==> config.mk <==
export PLATFORM = sky130hd
export DESIGN_NAME = l1_mem_arbiter
export DESIGN_NICKNAME = d
export VERILOG_FILES = /design/src/rtl/l1_mem_arbiter_pkg.sv /design/src/rtl/l1_mem_arbiter.sv
export SDC_FILE = /design/constraint.sdc
export NUM_CORES = 1
export LEC_CHECK = 0
export BUFFER_PORTS_ARGS = -buffer_cell sky130_fd_sc_hd__buf_2
export CORE_AREA = 4 4 539 541
export DETAILED_ROUTE_END_ITERATION = 6
export DIE_AREA = 0 0 543 545
export PLACE_DENSITY_LB_ADDON = 0.25
export SETUP_SLACK_MARGIN = 0.2
export SYNTH_ARGS = -nofsm -noshare
export SYNTH_HDL_FRONTEND = slang
export SYNTH_SLANG_ARGS = --single-unit
==> constraint.sdc <==
create_clock -name clock -period 1.4 [get_ports clock]
set_input_delay 0.21 -clock clock [delete_from_list [all_inputs] [get_ports clock]]
set_output_delay 0.21 -clock clock [all_outputs]
set_load 0.01 [all_outputs]
==> src/rtl/l1_mem_arbiter_pkg.sv <==
// l1_mem_arbiter_pkg: shared state encoding and default widths for the L1 memory arbiter
package l1_mem_arbiter_pkg;
  localparam int BLOCK_ADDR_W_DEF = 26;
  localparam int BLOCK_W_DEF = 256;
  localparam int STARVE_LIMIT_DEF = 4;
  typedef enum logic [1:0] {IDLE = 2'd0, GNT_IC = 2'd1, GNT_DC = 2'd2} arb_state_e;
endpackage

==> src/rtl/l1_mem_arbiter.sv <==
// l1_mem_arbiter: shares one main-memory port between icache and dcache, dcache-first with icache starvation guard
module l1_mem_arbiter
  import l1_mem_arbiter_pkg::*;
#(
  parameter int BLOCK_ADDR_W = BLOCK_ADDR_W_DEF,
  parameter int BLOCK_W = BLOCK_W_DEF,
  parameter int STARVE_LIMIT = STARVE_LIMIT_DEF
) (
  input  logic                    clock,
  input  logic                    reset,
  input  logic                    ic_ren,
  input  logic [BLOCK_ADDR_W-1:0] ic_addr,
  output logic                    ic_read_ready,
  output logic [BLOCK_W-1:0]      ic_rdata,
  input  logic                    dc_ren,
  input  logic                    dc_wen,
  input  logic [BLOCK_ADDR_W-1:0] dc_addr,
  input  logic [BLOCK_W-1:0]      dc_wdata,
  output logic                    dc_read_ready,
  output logic                    dc_write_done,
  output logic [BLOCK_W-1:0]      dc_rdata,
  output logic                    mem_ren,
  output logic                    mem_wen,
  output logic [BLOCK_ADDR_W-1:0] mem_addr,
  output logic [BLOCK_W-1:0]      mem_din,
  input  logic [BLOCK_W-1:0]      mem_dout,
  input  logic                    mem_read_ready,
  input  logic                    mem_write_done
);
  localparam int CW = $clog2(STARVE_LIMIT + 1);
  localparam logic [CW-1:0] LIMIT = CW'(STARVE_LIMIT);
  arb_state_e state, next_state;
  logic [CW-1:0] starve_cnt;
  logic dc_lock, dc_req, dc_win, in_ic, in_dc, idle;
  always_comb begin
    idle = state == IDLE;
    in_ic = state == GNT_IC;
    in_dc = state == GNT_DC;
    dc_req = dc_ren | dc_wen;
    dc_win = dc_req & (dc_lock | ~ic_ren | (starve_cnt < LIMIT));
    mem_wen = in_dc & dc_wen;
    mem_ren = in_ic ? ic_ren : in_dc ? dc_ren & ~dc_wen : 1'b0;
    mem_addr = in_ic ? ic_addr : in_dc ? dc_addr : '0;
    mem_din = in_dc ? dc_wdata : '0;
    ic_read_ready = mem_read_ready & in_ic;
    dc_read_ready = mem_read_ready & in_dc & mem_ren;
    dc_write_done = mem_write_done & in_dc & mem_wen;
    ic_rdata = mem_dout;
    dc_rdata = mem_dout;
    next_state = idle ? (dc_win ? GNT_DC : ic_ren ? GNT_IC : IDLE) :
                 in_ic ? ((mem_read_ready | ~ic_ren) ? IDLE : GNT_IC) :
                 in_dc ? ((dc_read_ready | dc_write_done | ~dc_req) ? IDLE : GNT_DC) : IDLE;
  end
  // locked grants finish a writeback+refill pair and do not count toward starvation
  always_ff @(posedge clock or negedge reset)
    if (!reset) begin
      state <= IDLE;
      starve_cnt <= '0;
      dc_lock <= 1'b0;
    end else begin
      state <= next_state;
      if (idle && (!ic_ren || next_state == GNT_IC))
        starve_cnt <= '0;
      else if (idle && next_state == GNT_DC && !dc_lock && starve_cnt != LIMIT)
        starve_cnt <= starve_cnt + CW'(1);
      dc_lock <= dc_write_done ? 1'b1 : (idle && next_state == GNT_DC) ? 1'b0 : dc_lock;
    end
endmodule

==> results_dict.tcl <==
set metrics [dict create \
    status "complete, but fails checks" \
    violations "negative setup slack" \
    finClkSkew_ns 0.000669 \
    synth-simple-area-share_pct 27.0 \
    die_w_um 543 \
    synthTopCellsByArea "buf_4 62%, and2_1 26%, a22o_1 3.9%" \
    path_clk_slew_ns 0.03 \
    ys_seq_area_share_pct 2.41 \
    reg2reg_to "starve_cnt[1]" \
    first_iter_violations 284 \
    synth_nets 1442 \
    tritoncts "built" \
    period_share_pct 135 \
    hold_path.class "input pin to flop" \
    core_um2 285000 \
    synth_compound_area_share_pct 4.98 \
    grt_pass1_wl_um 216000 \
    r2r_cells 4 \
    r2r_setup_slack_ns -0.25 \
    cp-start-kind "flop" \
    pin_count 1370 \
    wl_per_cell_um 42.1 \
    finalSetupViolCount 290 \
    final-hold-violation-count 0 \
    r2r_start "state[1]" \
    synth_fa_ha_area_share_pct 0.401 \
    slew_viol_final 0 \
    cts_buffers 3 \
    grt.total_usage_pct 12.8 \
    grt_max_degree 44 \
    synthCells 869 \
    overflow 0 \
    cp.required_ns 1.19 \
    port-buffer-count 601 \
    drtAntennaViolNets 0 \
    crit_fanout 21 \
    synth_top_family_by_area "buffers and inverters" \
    whs_path_depth 3 \
    via_per_inst 1.51 \
    place_inst 4710 \
    synth_cell_type_count 29 \
    initial_core_util_pct 2.19 \
    synth_top_area_cell "buf_4" \
    dp_hpwl_um 193000 \
    clock-sinks 6 \
    vdd_drop_max_uv 361 \
    finalWorstSetupSlack_ns -0.497 \
    wirelength_um 200000 \
    synthArstFlopShare_pct 100 \
    cp-end-kind "output port" \
    min_from "mem_read_ready" \
    synth_area_um2 6240 \
    gp_congestion 0.744 \
    die_area_um2 296000 \
    clockBufferDepth 2 \
    slew_headroom_pct 60.1 \
    tns_ns -118.21 \
    fin_cells 4749 \
    antenna_found_initial 175 \
    drive_above_1_share_pct 69.1 \
    area_delta_synth_final_pct 92.8 \
    yosys_warnings 0 \
    grt_pass1_vias 6890 \
    avgSynthCellArea_um2 7.18 \
    rsz0062_at_grt "true" \
    worstSetupPathType "flop to output port" \
    max_freq_ghz 0.527 \
    utilization_pct 4.22 \
    final_cell_area_um2 12000 \
    synthXorXnorAreaFrac_pct 0 \
    hold_end "state[0]" \
    powerDensity_nw_per_um2 1020 \
    worstMarginPinSlew_ns 0.593 \
    drc 0 \
    vias 7167 \
    synth_edf_count 0 \
    ys.flop_type "dfrtp_1" \
    die_h_um 545 \
    synth_common_cells "515 x buf_4, 257 x and2_1, 28 x a22o_1" \
    crit_arrival_ns 1.69 \
    cts_htree_levels 1 \
    maxCapViolCount 0 \
    nNetsFinal 1533 \
    placed_cell_area_um2 10900 \
    synth_top_area_share_pct 62.0 \
    synth.most_common_cell "buf_4" \
    ys_ff_latch 6 \
    cts_root_buf "clkbuf_16" \
    synthMuxAreaShare_pct 0.241 \
    power.static_leakage_nw 4.18 \
    insertion_delay_ns 0.23 \
    rows 196 \
    drt_first_pass_iters 4 \
    power_mw 12.2 \
    period_minus_slack_ns 1.90 \
]
==> worst max path at each step <==
stage             start            to  slack, ns  cells past startpoint
4_1_cts        state[0]  mem_din[173]      -0.53                      5
2_1_floorplan  state[1]  mem_din[190]      -0.01                      6
5_1_grt        state[0]    mem_din[2]      -0.53                      5
6_report       state[0]  mem_din[127]      -0.50                      6
3_3_place_gp   state[0]   mem_din[20]      -0.25                      5
3_5_place_dp   state[0]  mem_din[156]      -0.30                      5
==> layer usage <==
layer	up-vias	global-route usage [%]	part of all wire, %	wire length (um)
li1	2358	-	-	-
met1	2732	7.39	21	41000
met2	1594	17.9	39	77500
met3	455	22.4	37	73900
met4	28	3.16	3.6	7110
met5	-	0.779	0.25	496
==> sequential cells by signal, summed over array words and instances (netlist names) <==
name and flops:
starve_cnt 3, state 2, dc_lock 1
==> cells in the final DEF, fill, tap and decap left out, types with 2 or more instances in the layout <==
cell type,count
a22o_1,28
a31oi_1,2
ha_1,2
inv_1,5
clkbuf_4,27
and2_4,19
buf_16,4
buf_6,87
buf_2,398
diode_2,29
buf_12,50
clkbuf_16,5
buf_4,55
a21oi_1,2
dfrtp_1,6
buf_8,8
and2_1,238
==> kinds of logic (layout without fill, tap and decap cells) <==
kind of cell             count (synthesis)  count (layout)
multiplexers                             1               1
buffers and inverters                  552             641
AO/OA/AOI/OAI                           38              38
adder cells (fa/ha/maj)                  2               2
other                                    0              29
AND/OR/NAND/NOR                        270             270
flip-flops                               6               6
==> report_power, final <==
group	internal, mW	switching, mW	total (mW)
registers	0.225	0.0612	0.286
logic	4.53	6.91	11.4
clock network	0.367	0.101	0.468
total	5.13	7.08	12.2
==> area by class of cell <==
| type | count | area, um^2 |
|---|---|---|
| Fill cell | 33955 | 273000 |
| Multi-Input combinational cell | 311 | 2110 |
| Sequential cell | 6 | 150 |
| Inverter | 5 | 18.8 |
| Tap cell | 3762 | 4710 |
| Antenna cell | 29 | 72.6 |
| Clock buffer | 3 | 75.1 |
| Timing Repair Buffer | 633 | 4890 |
==> worst max-delay path: stages (launching register included) <==
cell and delay, ns:
dfrtp_1 0.42, nor2b_4 0.20, buf_12 0.21, buf_12 0.14, clkbuf_16 0.19, and2_1 0.15, buf_2 0.13
==> per-stage QoR <==
step | hold slack, ns | setup WS, ns
2_1_floorplan | -0.0856 | -0.0113
3_3_place_gp | 0.0390 | -0.253
3_5_place_dp | 0.0478 | -0.300
4_1_cts | 0.284 | -0.531
5_1_grt | 0.320 | -0.533
6_report | 0.293 | -0.497
==> repair_timing <==
item                                    CTS  global route
endpoints found under the setup margin  290           291
setup buffers                             0             4
cloned                                    0             2
pin swaps                                 6             2
hold buffers                              1             0
resized for setup                       169           135
endpoints found under the hold margin     6             0
Note: power is estimated with default switching activity, not from simulation.
